===== src/rtl/rx232_frame_ctrl_pkg.sv =====
// ---------------------------------------------------------------------------
// rx232_frame_ctrl_pkg
// Shared definitions for the RS-232 style frame receiver:
//   - rx_state_e : receiver FSM states (IDLE, DATA, STOP, BREAK)
//   - DEF_*      : default frame width, FIFO depth and in-frame timeout
//   - cnt_width  : width of a counter that must hold the values 0..n
// ---------------------------------------------------------------------------
package rx232_frame_ctrl_pkg;

   localparam int DEF_DBITS = 8;
   localparam int DEF_DEPTH = 4;
   localparam int DEF_TOUT  = 2080;

   typedef enum logic [1:0] {
      ST_IDLE  = 2'd0,
      ST_DATA  = 2'd1,
      ST_STOP  = 2'd2,
      ST_BREAK = 2'd3
   } rx_state_e;

   // Bits needed to represent 0..n; never less than one bit.
   function automatic int cnt_width(input int n);
      if (n < 2) begin
         return 1;
      end else begin
         return $clog2(n + 1);
      end
   endfunction

endpackage


===== src/rtl/rx232_fifo.sv =====
// ---------------------------------------------------------------------------
// rx232_fifo
// Small show-ahead receive FIFO.  The head entry is presented on 'head'
// whenever the FIFO holds data; 'head' reads zero while empty.
// A push while full is accepted only when a pop happens in the same cycle.
// Ports:
//   clk, rst            clock, asynchronous active-high reset
//   push, push_data     write request and data
//   pop                 read request (ignored while empty)
//   head                show-ahead head entry
//   full, empty, count  occupancy status
// ---------------------------------------------------------------------------
module rx232_fifo
   import rx232_frame_ctrl_pkg::*;
#(
   parameter int DBITS = DEF_DBITS,
   parameter int DEPTH = DEF_DEPTH
)(
   input  logic                     clk,
   input  logic                     rst,
   input  logic                     push,
   input  logic [DBITS-1:0]         push_data,
   input  logic                     pop,
   output logic [DBITS-1:0]         head,
   output logic                     full,
   output logic                     empty,
   output logic [$clog2(DEPTH):0]   count
);

   localparam int AW = $clog2(DEPTH);
   localparam int CW = AW + 1;
   localparam logic [CW-1:0] CNT_FULL = CW'(DEPTH);

   logic [DBITS-1:0] mem_r [DEPTH];
   logic [AW-1:0]    wr_ptr_r;
   logic [AW-1:0]    rd_ptr_r;
   logic [CW-1:0]    count_r;
   logic             pop_ok_s;
   logic             push_ok_s;

   assign empty     = (count_r == {CW{1'b0}});
   assign full      = (count_r == CNT_FULL);
   assign pop_ok_s  = pop & ~empty;
   // A full FIFO still takes a push when the head leaves in the same cycle.
   assign push_ok_s = push & (~full | pop_ok_s);
   assign count     = count_r;
   assign head      = empty ? {DBITS{1'b0}} : mem_r[rd_ptr_r];

   // Storage array write port.
   always_ff @(posedge clk or posedge rst) begin
      if (rst) begin
         for (int i = 0; i < DEPTH; i++) begin
            mem_r[i] <= {DBITS{1'b0}};
         end
      end else if (push_ok_s) begin
         mem_r[wr_ptr_r] <= push_data;
      end
   end

   // Read/write pointers; DEPTH is a power of two so they wrap naturally.
   always_ff @(posedge clk or posedge rst) begin
      if (rst) begin
         wr_ptr_r <= {AW{1'b0}};
         rd_ptr_r <= {AW{1'b0}};
      end else begin
         if (push_ok_s) begin
            wr_ptr_r <= wr_ptr_r + AW'(1);
         end
         if (pop_ok_s) begin
            rd_ptr_r <= rd_ptr_r + AW'(1);
         end
      end
   end

   // Occupancy counter.
   always_ff @(posedge clk or posedge rst) begin
      if (rst) begin
         count_r <= {CW{1'b0}};
      end else begin
         case ({push_ok_s, pop_ok_s})
            2'b10:   count_r <= count_r + CW'(1);
            2'b01:   count_r <= count_r - CW'(1);
            default: count_r <= count_r;
         endcase
      end
   end

endmodule


===== src/rtl/rx232_frame_ctrl.sv =====
// ---------------------------------------------------------------------------
// rx232_frame_ctrl
// Frames serial bits delivered by a bit-recovery stage into DBITS-wide words
// (start bit 0, DBITS data bits LSB first, stop bit 1) and queues good words
// in a show-ahead FIFO.  A falling edge of rxck is a bit strobe.
// Ports:
//   clk, rst            clock, asynchronous active-high reset
//   rxck, rxsdo         recovered bit clock and sampled bit
//   rd_ready            consumer takes rd_data this cycle
//   ovf_clr             clears the sticky overflow flag
//   rd_data, rd_valid   FIFO head and not-empty flag
//   count               FIFO occupancy
//   busy                receiver is inside a frame (registered)
//   frame_err, tout_err one-cycle error pulses (bad stop bit, strobe timeout)
//   ovf                 sticky: a good frame was dropped on a full FIFO
// ---------------------------------------------------------------------------
module rx232_frame_ctrl
   import rx232_frame_ctrl_pkg::*;
#(
   parameter int DBITS = DEF_DBITS,
   parameter int DEPTH = DEF_DEPTH,
   parameter int TOUT  = DEF_TOUT
)(
   input  logic                     clk,
   input  logic                     rst,
   input  logic                     rxck,
   input  logic                     rxsdo,
   input  logic                     rd_ready,
   input  logic                     ovf_clr,
   output logic [DBITS-1:0]         rd_data,
   output logic                     rd_valid,
   output logic [$clog2(DEPTH):0]   count,
   output logic                     busy,
   output logic                     frame_err,
   output logic                     tout_err,
   output logic                     ovf
);

   localparam int IW = cnt_width(DBITS - 1);
   localparam int TW = cnt_width(TOUT - 1);
   localparam logic [IW-1:0] IDX_LAST  = IW'(DBITS - 1);
   localparam logic [TW-1:0] TCNT_LAST = TW'(TOUT - 1);

   rx_state_e        state_r;
   rx_state_e        state_nxt_s;
   logic             rxck_q_r;
   logic             strobe_s;
   logic [IW-1:0]    idx_r;
   logic [DBITS-1:0] shreg_r;
   logic [TW-1:0]    tcnt_r;
   logic             tout_hit_s;
   logic             push_s;
   logic             ferr_set_s;
   logic             tout_set_s;
   logic             pop_s;
   logic             full_s;
   logic             empty_s;
   logic             ovf_set_s;
   logic             busy_r;
   logic             frame_err_r;
   logic             tout_err_r;
   logic             ovf_r;

   assign strobe_s   = rxck_q_r & ~rxck;
   // Last idle clock allowed inside a frame; only meaningful outside IDLE.
   assign tout_hit_s = (state_r != ST_IDLE) && (tcnt_r == TCNT_LAST);
   assign pop_s      = rd_valid & rd_ready;
   // A good frame is lost only if the FIFO is full and nothing leaves.
   assign ovf_set_s  = push_s & full_s & ~pop_s;

   assign rd_valid  = ~empty_s;
   assign busy      = busy_r;
   assign frame_err = frame_err_r;
   assign tout_err  = tout_err_r;
   assign ovf       = ovf_r;

   // Delayed copy of the bit clock for falling-edge detection.
   always_ff @(posedge clk or posedge rst) begin
      if (rst) begin
         rxck_q_r <= 1'b0;
      end else begin
         rxck_q_r <= rxck;
      end
   end

   // FSM state register.
   always_ff @(posedge clk or posedge rst) begin
      if (rst) begin
         state_r <= ST_IDLE;
      end else begin
         state_r <= state_nxt_s;
      end
   end

   // FSM next state and single-cycle action strobes.
   always_comb begin
      state_nxt_s = state_r;
      push_s      = 1'b0;
      ferr_set_s  = 1'b0;
      tout_set_s  = 1'b0;
      case (state_r)
         ST_IDLE: begin
            if (strobe_s && !rxsdo) begin
               state_nxt_s = ST_DATA;
            end else begin
               state_nxt_s = ST_IDLE;
            end
         end
         ST_DATA: begin
            if (strobe_s) begin
               if (idx_r == IDX_LAST) begin
                  state_nxt_s = ST_STOP;
               end else begin
                  state_nxt_s = ST_DATA;
               end
            end else if (tout_hit_s) begin
               state_nxt_s = ST_IDLE;
               tout_set_s  = 1'b1;
            end else begin
               state_nxt_s = ST_DATA;
            end
         end
         ST_STOP: begin
            if (strobe_s) begin
               if (rxsdo) begin
                  state_nxt_s = ST_IDLE;
                  push_s      = 1'b1;
               end else begin
                  state_nxt_s = ST_BREAK;
                  ferr_set_s  = 1'b1;
               end
            end else if (tout_hit_s) begin
               state_nxt_s = ST_IDLE;
               tout_set_s  = 1'b1;
            end else begin
               state_nxt_s = ST_STOP;
            end
         end
         ST_BREAK: begin
            if (strobe_s && rxsdo) begin
               state_nxt_s = ST_IDLE;
            end else if (!strobe_s && tout_hit_s) begin
               state_nxt_s = ST_IDLE;
               tout_set_s  = 1'b1;
            end else begin
               state_nxt_s = ST_BREAK;
            end
         end
         default: begin
            state_nxt_s = ST_IDLE;
         end
      endcase
   end

   // Data bit index: advances on each data strobe, held at zero elsewhere.
   always_ff @(posedge clk or posedge rst) begin
      if (rst) begin
         idx_r <= {IW{1'b0}};
      end else if ((state_r == ST_DATA) && strobe_s) begin
         idx_r <= idx_r + IW'(1);
      end else if (state_r != ST_DATA) begin
         idx_r <= {IW{1'b0}};
      end
   end

   // Shift register: each data bit lands at its own position, LSB first.
   always_ff @(posedge clk or posedge rst) begin
      if (rst) begin
         shreg_r <= {DBITS{1'b0}};
      end else if ((state_r == ST_DATA) && strobe_s) begin
         shreg_r[idx_r] <= rxsdo;
      end
   end

   // Idle-clock counter between strobes; parked at zero while IDLE.
   always_ff @(posedge clk or posedge rst) begin
      if (rst) begin
         tcnt_r <= {TW{1'b0}};
      end else if ((state_r == ST_IDLE) || strobe_s || tout_hit_s) begin
         tcnt_r <= {TW{1'b0}};
      end else begin
         tcnt_r <= tcnt_r + TW'(1);
      end
   end

   // Registered status outputs and error pulses.
   always_ff @(posedge clk or posedge rst) begin
      if (rst) begin
         busy_r      <= 1'b0;
         frame_err_r <= 1'b0;
         tout_err_r  <= 1'b0;
      end else begin
         busy_r      <= (state_nxt_s != ST_IDLE);
         frame_err_r <= ferr_set_s;
         tout_err_r  <= tout_set_s;
      end
   end

   // Sticky overflow; a new overflow wins over a coincident clear.
   always_ff @(posedge clk or posedge rst) begin
      if (rst) begin
         ovf_r <= 1'b0;
      end else if (ovf_set_s) begin
         ovf_r <= 1'b1;
      end else if (ovf_clr) begin
         ovf_r <= 1'b0;
      end
   end

   rx232_fifo #(
      .DBITS (DBITS),
      .DEPTH (DEPTH)
   ) u_fifo (
      .clk       (clk),
      .rst       (rst),
      .push      (push_s),
      .push_data (shreg_r),
      .pop       (pop_s),
      .head      (rd_data),
      .full      (full_s),
      .empty     (empty_s),
      .count     (count)
   );

endmodule


===== config.mk =====
export PLATFORM = sky130hd
export DESIGN_NAME = rx232_frame_ctrl
export DESIGN_NICKNAME = d
export VERILOG_FILES = /design/src/rtl/rx232_frame_ctrl_pkg.sv /design/src/rtl/rx232_fifo.sv /design/src/rtl/rx232_frame_ctrl.sv
export SDC_FILE = /design/constraint.sdc
export NUM_CORES = 1
export LEC_CHECK = 0
export ABC_CLOCK_PERIOD_IN_PS = 5300
export CAP_MARGIN = 20
export CORE_AREA = 4 4 113 115
export DETAILED_ROUTE_END_ITERATION = 7
export DIE_AREA = 0 0 117 119
export GPL_ROUTABILITY_DRIVEN = 0
export HOLD_SLACK_MARGIN = 0.02
export PLACE_DENSITY = 0.48
export SLEW_MARGIN = 15
export SYNTH_ARGS = -nofsm -noshare
export SYNTH_HDL_FRONTEND = slang
export SYNTH_SLANG_ARGS = --single-unit
export TNS_END_PERCENT = 10

===== constraint.sdc =====
create_clock -name clk -period 5.3 [get_ports clk]
set_clock_uncertainty 0.2 [all_clocks]
set_input_delay 1.325 -clock clk [delete_from_list [all_inputs] [get_ports clk]]
set_output_delay 1.325 -clock clk [all_outputs]
set_load 0.02 [all_outputs]

==> run metrics, run 1 <==
status=finished, final reports clean; met3 routed WL=between 200 and 250 µm; overall routing resource usage=0.0998; clock buffer depth=2; I/O pin count=22; first-pass GRT wire length=10.7 mm; crit path kind=reg -> out; Initial Utilization=0.294; maxcap violations=0; Mapped Cells=about 260; CP Max Fanout=10; DIE AREA=13900 µm²; worst r2r dst=u_fifo.count[2]; Layout area overhead=18.1%; Worst Setup SP=u_fifo.rd_ptr_r[0]; nets@finish=between 300 and 400; clk root buf=clkbuf_16; hold crit path type=reg -> reg; TritonCTS clock tree=built; Final ANT Viol Nets=0; vias in the first global route=around 2100; setup TNS after final layout=0 ns; number of antenna violations at the first check in global routing=0; worst reg2reg startpoint=u_fifo.count[1]; final wirelength=~6.5 mm; r2r setup slk=2.65 ns; via-per-instance ratio=between 4 and 5; WHS=0.300 ns; maximum vdd drop=~0.13 mV; CTS-repair resized insts=0; M1 wire length=3.06 mm; cell area power density=272 nW/µm²; Post-Syn Area=3480 µm²; Most used DFF post-synth=dfrtp_1; Core Region=11800 µm²; Met2 Routed Length=between 3 and 4 mm; Critical Path Sink Type=output port; YS warnings=0; syn_area_per_cell=around 13 µm²; share of post-route cells with drive strength above 1=0.257; share of flip-flops with an asynchronous set or reset=1.00; synth unique cells=39; Final Hold Vio Count=0; post-DP HPWL=between 4 and 5 mm; worst-case reg-to-reg path depth=9; Post-CTS Setup Inserts=0; sequential share of the synthesized area=0.496; fillers=about 1100; ant diodes=0; die width=~120 µm; number of synthesized flops with an enable pin=0; drt first pass iters=4; leakage=0.00186 µW; Skew-Pair Late Insertion Delay=~0.33 ns; Final setup viols=0; CP startpoint kind=flip-flop; Residual DRC=0; slowest stage delay, CP=0.74 ns; Tcrit/Tclk final=0.737; GRT overflow=0; CP endpoint=rd_data[1]; slowest CP cell=dfrtp_1; Worst Tran Pin Value=around 0.80 ns; Net Count, Synth=approximately 280; CTS clock-pin slew for the worst setup and hold paths=around 0.060 ns; hold_buf cts=0; max layer used=met4; CTS HTree Levels=3; register bit count reported by yosys=between 60 and 70; DR iter-0 viols=roughly 80; CP arrival=between 2 and 2.5 ns; CTS sink cnt=69; Num CTS Buffers=9; worst endpoint required time=3.77 ns; # port buffers=21; largest net degree at the start of global routing=38; chip height=~120 µm; Rel. slew slack=0.468; Slew Viols, Final=0; CP cell instances=mux4_2 > and2_1 > clkdlybuf4s50_1; fmax=about 260 MHz; Final min period=~4 ns; DR vias=2017; WL/cell=between 10 and 15 µm; Rows=40; RSZ-0062 raised after global routing=no
[cell usage in the layout, fill, tap and decap left out, drive strengths merged, types with 2 or more instances in the layout]
cell type | Yosys | routed
a21oi | 4 | 4
nand2 | 16 | 16
mux2i | 3 | 3
nor2 | 21 | 21
clkdlybuf4s50 | 0 | 21
mux2 | 40 | 40
nor2b | 2 | 2
and2 | 10 | 10
clkinv | 0 | 6
ha | 12 | 12
inv | 12 | 12
clkbuf | 4 | 9
o32ai | 2 | 2
o21ai | 4 | 4
nor3 | 3 | 3
dfrtp | 69 | 69
nand3 | 8 | 8
nand4 | 3 | 3
xnor2 | 9 | 9
nor4 | 3 | 3
and4 | 2 | 2
mux4 | 8 | 8
nand3b | 2 | 2
xor2 | 7 | 7
nor3b | 3 | 3
[power by group]
part           switching, µW  leakage, µW  internal (µW)  total [µW]
Sequential              4.75     0.000949            531         536
Clock                    233     0.000135            317         551
Combinational           20.3     0.000781           10.3        30.5
Total                    258      0.00186            859        1120
[cell type report]
| class | instances | area [µm²] | share of cell area |
|---|---|---|---|
| flip-flops and latches | 69 | 1730 | 0.420 |
| multi-input cells | 173 | 1660 | 0.403 |
| clock buffers | 9 | 225 | 0.0548 |
| repair buffers | 22 | 218 | 0.0530 |
| well taps | 147 | 184 | 0.0448 |
| clock inverters | 7 | 52.6 | 0.0128 |
| inverters | 12 | 45.0 | 0.0110 |
[flip-flops by register name (all words and copies together) (netlist names), 2 cells and up]
register and cells:
u_fifo.rd_ptr_r 2, state_r 2, u_fifo.mem_r 32, idx_r 3, u_fifo.count 3, shreg_r 8
u_fifo.wr_ptr_r 2, tcnt_r 12
[stage by stage]
step	area (µm²)	utilization	total power, µW	instances	worst slack, ns
final	4110	0.348	1120	439	1.39
after global routing	4110	0.348	1170	439	1.27
after CTS	4110	0.348	1140	439	1.35
after detailed placement	3830	0.324	577	423	1.36
after global placement	3830	0.324	577	423	1.43
after floorplan	3480	-	564	262	1.85
[layer usage]
layer,GRT usage,vias to the layer above
li1,-,966
met1,0.126,1020
met2,0.158,25
met3,0.0335,6
met4,0.0344,0
met5,0,-
[worst min path at each step]
| stage | from | to | slack [ns] | cells past startpoint |
|---|---|---|---|---|
| 3_5_place_dp | u_fifo.mem_r[5] | u_fifo.mem_r[5] | 0.29 | 1 |
| 6_report | u_fifo.mem_r[5] | u_fifo.mem_r[5] | 0.30 | 1 |
| 3_3_place_gp | tcnt_r[0] | tcnt_r[0] | 0.29 | 1 |
| 5_1_grt | u_fifo.mem_r[5] | u_fifo.mem_r[5] | 0.31 | 1 |
| 4_1_cts | tcnt_r[0] | tcnt_r[0] | 0.30 | 1 |
| 2_1_floorplan | tcnt_r[0] | tcnt_r[0] | 0.26 | 1 |
[cell families (layout without fill, tap and decap cells)]
group / Yosys count / after routing / synth area share
buffers and inverters: 20 / 50 / 0.0273
multiplexers: 51 / 51 / 0.224
flip-flops: 69 / 69 / 0.496
adder cells (fa/ha/maj): 13 / 13 / 0.0489
AND/OR/NAND/NOR: 80 / 80 / 0.140
XOR/XNOR: 16 / 16 / 0.0403
AO/OA/AOI/OAI: 13 / 13 / 0.0227
[cell usage after synthesis, types with 2 or more instances]
master	instances	area share
nand2_1	12	0.013
nand3_1	8	0.012
mux2_2	8	0.026
nor3_1	3	0.0043
and2_1	10	0.018
nand2_8	4	0.023
inv_1	12	0.013
nor3b_1	3	0.0065
xor2_1	7	0.018
nor2b_1	2	0.0036
nand4_1	3	0.0054
o32ai_1	2	0.0050
o21ai_0	4	0.0058
mux4_2	8	0.052
ha_1	12	0.043
nor2_1	21	0.023
nor4_1	3	0.0054
mux2_4	32	0.14
mux2i_1	3	0.0086
dfrtp_1	69	0.50
clkbuf_1	4	0.0043
xnor2_1	9	0.023
a21oi_1	4	0.0058
buf_2	3	0.0043
nand3b_1	2	0.0043
[worst max-delay path: cells and delay by family (launching register included)]
| family | cells | cell delay [ns] |
|---|---|---|
| DFF | 1 | 0.74 |
| muxes | 1 | 0.58 |
| buffers and inverters | 1 | 0.54 |
| and+or+nand+nor | 1 | 0.18 |
Power figures use the tool's default switching activity.
==> run 2: changes to the inputs <==
Settings changed: ABC_CLOCK_PERIOD_IN_PS 5300 to 3300, PLACE_DENSITY 0.48 to 0.49.
Clock period 5.3 ns to 3.3 ns, I/O delays scaled along.
==> run metrics, run 2 (same netlist as run 1, synthesis figures left out) <==
WHS=0.297 ns (was 0.300 ns); maxcap violations=0 (unchanged); Num CTS Buffers=9 (unchanged); ant diodes=0 (unchanged); hold crit path type=reg -> reg (unchanged); final wirelength=6.36 mm (was 6.47 mm); worst-case reg-to-reg path depth=9 (unchanged); hold_buf cts=0 (unchanged); WL/cell=14.3 µm (was 14.7 µm); Skew-Pair Late Insertion Delay=0.32 ns (was 0.33 ns); max FFs per register=32 (unchanged); fmax=between 300 and 400 MHz; CTS HTree Levels=3 (unchanged); GRT overflow=0 (unchanged); Initial Utilization=0.294 (unchanged); Final ANT Viol Nets=0 (unchanged); worst reg2reg startpoint=u_fifo.count[1] (unchanged); Largest Register=u_fifo.mem_r (unchanged); M1 wire length=3.11 mm (was 3.06 mm); overall routing resource usage=0.0993 (was 0.0998); largest net degree at the start of global routing=70 (was 38); CTS sink cnt=69 (unchanged); clock buffer depth=2 (unchanged); commonest non-fill, non-tap cells in the layout=dfrtp_1 (69), mux2_4 (32), nor2_1 (21), clkdlybuf4s50_1 (21) (unchanged); Rows=40 (unchanged); Residual DRC=0 (unchanged); slowest CP cell=mux4_2 (was dfrtp_1); vias in the first global route=2111 (was 2109); top flop regs=u_fifo.mem_r x32, tcnt_r x12, shreg_r x8 (unchanged); worst r2r dst=u_fifo.count[2] (unchanged); most common cell after layout, fill and taps aside=dfrtp_1 (unchanged); Core Region=11800 µm² (unchanged); CP startpoint kind=flip-flop (unchanged); Hold Crit Endpoint=tcnt_r[0] (was u_fifo.mem_r[5]); non-filler cells, final=444 (was 439); CP Max Fanout=10 (unchanged); cell area power density=480 nW/µm² (was 272 nW/µm²); leakage=0.00193 µW (was 0.00186 µW); Tcrit/Tclk final=0.950; worst min-delay path startpoint=tcnt_r[0] (was u_fifo.mem_r[5]); RSZ-0062 raised after global routing=no (unchanged); CTS clock-pin slew for the worst setup and hold paths=0.06 ns (about the same); met3 routed WL=213 µm (was 244 µm); share of post-route cells with drive strength above 1=0.269 (was 0.257); CP arrival=2.11 ns (was 2.38 ns); Final min period=3.13 ns; number of cells on the worst hold path=1 (unchanged); Worst Tran Pin Value=0.484 ns (was 0.797 ns); CTS-repair resized insts=0 (unchanged); max layer used=met4 (unchanged); nets@finish=311 (was 306); Layout area overhead=21.5% (was 18.1%); fillers=1134 (was 1146); setup TNS after final layout=0 ns (unchanged); Met2 Routed Length=2.97 mm (was 3.11 mm); CP cell instances=buf_4 > mux4_2 > and2_1 > clkdlybuf4s50_1 (was mux4_2 > and2_1 > clkdlybuf4s50_1); slowest stage delay, CP=0.53 ns (was 0.74 ns); r2r setup slk=0.80 ns (was 2.65 ns); TritonCTS clock tree=built (unchanged); drt first pass iters=4 (unchanged); cell class contributing the biggest share of worst-path delay=buffers and inverters (was flip-flops); chip height=119 µm (unchanged); Final Hold Vio Count=0 (unchanged); Critical Path Sink Type=output port (unchanged); die width=117 µm (unchanged); total power=2030 µW (was 1120 µW); maximum vdd drop=0.331 mV (was 0.135 mV); first-pass GRT wire length=10.7 mm (about the same); Post-CTS Setup Inserts=0 (unchanged); Rel. slew slack=0.677 (was 0.468); # port buffers=21 (unchanged); cell total after placement=428 (was 423); Worst Path Buf+Inv=2 (was 1); clk root buf=clkbuf_16 (unchanged); via-per-instance ratio=4.50 (was 4.59); status=finished, final reports clean (unchanged); DR vias=2000 (was 2017); crit path kind=reg -> out (unchanged); worst endpoint required time=2.27 ns (was 3.77 ns); Final setup viols=0 (unchanged); post-DP HPWL=4.25 mm (was 4.42 mm); Slew Viols, Final=0 (unchanged); DR iter-0 viols=90 (was 79); number of antenna violations at the first check in global routing=0 (unchanged); DIE AREA=13900 µm² (unchanged); I/O pin count=22 (unchanged)
[run 2: layer usage]
layer / up-vias / global-route usage
met5: - / 0
met4: 0 / 0.0301
met3: 6 / 0.0320
met2: 26 / 0.152
met1: 998 / 0.133
li1: 970 / -
[run 2: how the worst max path moves through the flow]
stage                             startpoint               to  slack (ns)  cells past startpoint
after floorplan                     rd_ready  u_fifo.count[2]        0.35                     10
after global placement              rd_ready  u_fifo.count[2]        0.07                     10
after detailed placement            rd_ready  u_fifo.count[2]        0.02                     10
after CTS                 u_fifo.rd_ptr_r[0]       rd_data[4]        0.12                      4
after global routing      u_fifo.rd_ptr_r[0]       rd_data[5]        0.07                      4
final                     u_fifo.rd_ptr_r[0]       rd_data[4]        0.17                      4
[run 2: power by group]
part,internal (µW),total [µW],switching (µW)
logic,19.8,52.9,33.1
clock network,742,1120,373
registers,853,860,7.76
total,1610,2030,414
[run 2: worst register-to-register path, cell delays in order (launching register included)]
cell,delay [ns]
dfrtp_1,0.42
or4b_4,0.56
and4_4,0.21
inv_1,0.05
ha_1,0.16
inv_1,0.05
fa_1,0.37
xor2_1,0.15
nor2_1,0.11
xor2_1,0.15
[run 2: cell type report]
cell class,count,area (µm²),area share
clock buffer,9,225,0.0533
clock inverter,7,120,0.0284
inverter,12,45.0,0.0107
multi-input combinational,173,1660,0.392
sequential,69,1730,0.409
tap,147,184,0.0435
timing repair buffer,27,268,0.0634
[run 2: stage by stage]
stage	setup slack (ns)	instance area (µm²)	utilization
5_1_grt	0.0652	4230	0.358
3_3_place_gp	0.0699	3880	0.328
6_report	0.166	4230	0.358
2_1_floorplan	0.353	3480	-
3_5_place_dp	0.0221	3880	0.328
4_1_cts	0.122	4230	0.358
==> run 3: changes to the inputs <==
Settings changed: CORE_AREA 4 4 113 115 to 2 2 111 113, DIE_AREA 0 0 117 119 to 0 0 113 115.
==> run metrics, run 3 (same netlist as run 1, synthesis figures left out) <==
status=finished, violations left (was finished, final reports clean); failing checks=design-rule violations; vias in the first global route=2103 (was 2111); Slew Viols, Final=0 (unchanged); first-pass GRT wire length=11.0 mm (was 10.7 mm); DR iter-0 viols=45 (was 90); Rows=40 (unchanged); Skew-Pair Late Insertion Delay=0.33 ns (was 0.32 ns); Residual DRC=2 (was 0); largest net degree at the start of global routing=70 (unchanged); CP startpoint kind=flip-flop (unchanged); clk root buf=clkbuf_16 (unchanged); maximum vdd drop=0.250 mV (was 0.331 mV); cell area power density=465 nW/µm² (was 480 nW/µm²); CTS HTree Levels=3 (unchanged); Final min period=3.18 ns (was 3.13 ns); Largest Register=u_fifo.mem_r (unchanged); final wirelength=6.51 mm (was 6.36 mm); CTS sink cnt=69 (unchanged); Rel. slew slack=0.648 (was 0.677); clock buffer depth=2 (unchanged); via-per-instance ratio=4.64 (was 4.50); CP cell instances=buf_6 > mux4_2 > and2_1 > clkdlybuf4s50_1 (was buf_4 > mux4_2 > and2_1 > clkdlybuf4s50_1); crit path kind=reg -> out (unchanged); top flop regs=u_fifo.mem_r x32, tcnt_r x12, shreg_r x8 (unchanged); Final Hold Vio Count=0 (unchanged); maxcap violations=0 (unchanged); Critical Path Sink Type=output port (unchanged); Tcrit/Tclk final=0.963 (was 0.950); CP Max Fanout=8 (was 10); hold crit path type=reg -> reg (unchanged); commonest non-fill, non-tap cells in the layout=dfrtp_1 (69), mux2_4 (32), nor2_1 (21), clkdlybuf4s50_1 (21) (unchanged); I/O pin count=22 (unchanged); most common cell after layout, fill and taps aside=dfrtp_1 (unchanged); chip height=115 µm (was 119 µm); GRT overflow=0 (unchanged); Num CTS Buffers=9 (unchanged); DR vias=2054 (was 2000); # port buffers=21 (unchanged); Final setup viols=0 (unchanged); non-filler cells, final=443 (was 444); ant diodes=0 (unchanged); TritonCTS clock tree=built (unchanged); share of post-route cells with drive strength above 1=0.267 (was 0.269); worst endpoint required time=2.27 ns (about the same); DIE AREA=13000 µm² (was 13900 µm²); Layout area overhead=20.8% (was 21.5%); die width=113 µm (was 117 µm); leakage=0.00191 µW (was 0.00193 µW); slowest stage delay, CP=0.54 ns (was 0.53 ns); Core Region=11800 µm² (unchanged); drt first pass iters=6 (was 4); setup TNS after final layout=0 ns (unchanged); post-DP HPWL=4.33 mm (was 4.25 mm); max FFs per register=32 (unchanged); WL/cell=14.7 µm (was 14.3 µm); CTS clock-pin slew for the worst setup and hold paths=0.06 ns (about the same); CP arrival=2.15 ns (was 2.11 ns); overall routing resource usage=0.110 (was 0.0993); RSZ-0062 raised after global routing=no (unchanged); Worst Tran Pin Value=0.529 ns (was 0.484 ns); fillers=1154 (was 1134); slowest CP cell=clkdlybuf4s50_1 (was mux4_2); Initial Utilization=0.294 (unchanged); number of antenna violations at the first check in global routing=0 (unchanged); nets@finish=310 (was 311); fmax=315 MHz (was 319 MHz); Final ANT Viol Nets=0 (unchanged); cell total after placement=427 (was 428)
==> run 3: cell types whose count changed in the layout (fill, tap and decap cells not counted), sizes merged <==
cell    before  now
clkinv       1    3
bufinv       3    2
buf          6    5
inv         14   13
==> run 3: critical path, delay by kind of cell, from the launching register on <==
kind | cells | cell delay (ns)
flops | 1 | 0.39
mux | 1 | 0.53
simple gates | 1 | 0.17
buf+inv | 2 | 0.74
==> run 3: worst paths after layout <==
check	start	cells after the start	slack, ns	to
worst min-delay path	tcnt_r[0]	1	0.29	tcnt_r[0]
worst min register to register	tcnt_r[0]	1	0.29	tcnt_r[0]
max in group asynchronous	rst	3	1.91	busy
min in group asynchronous	rst	3	0.68	state_r[0]
worst max register to register	u_fifo.count[1]	9	0.75	u_fifo.count[2]
worst max-delay path	u_fifo.rd_ptr_r[0]	4	0.12	rd_data[7]
==> run 3: metrics by stage <==
step | hold WS, ns | instance area, µm² | power [µW] | utilization | setup slack [ns]
2_1_floorplan | 0.255 | 3480 | 905 | - | 0.353
3_3_place_gp | 0.279 | 3870 | 930 | 0.328 | 0.0485
3_5_place_dp | 0.279 | 3870 | 931 | 0.328 | -0.0306
4_1_cts | 0.292 | 4200 | 1990 | 0.355 | 0.0544
5_1_grt | 0.325 | 4200 | 2020 | 0.356 | 0.0450
6_report | 0.294 | 4200 | 1950 | 0.356 | 0.121
==> run 3: metal layers <==
| metal | global-route usage | up-vias | share of wire |
|---|---|---|---|
| met2 | 0.170 | 23 | 0.47 |
| met1 | 0.147 | 1047 | 0.48 |
| li1 | - | 973 | - |
| met5 | 0 | - | 0 |
| met4 | 0.0415 | 0 | 0.015 |
| met3 | 0.0337 | 11 | 0.031 |
==> run 3: area by class of cell <==
type	instances	area, µm²	area share
Clock inverter	7	98.8	0.0235
Clock buffer	9	225	0.0536
Sequential cell	69	1730	0.411
Multi-Input combinational cell	173	1660	0.394
Timing Repair Buffer	26	264	0.0629
Inverter	12	45.0	0.0107
Tap cell	147	184	0.0438
==> run 3: timing repair <==
action,in CTS,in global routing
setup endpoints to repair,0,1
hold endpoints to repair,0,0
hold buffers,0,0
gates resized for setup,0,1
buffers inserted,0,0
==> run 3: power breakdown <==
part	total (µW)	internal (µW)	switching (µW)	leakage [µW]
registers	861	853	8.58	0.000949
clock network	1040	665	375	0.000156
logic	52.3	19.8	32.5	0.000807
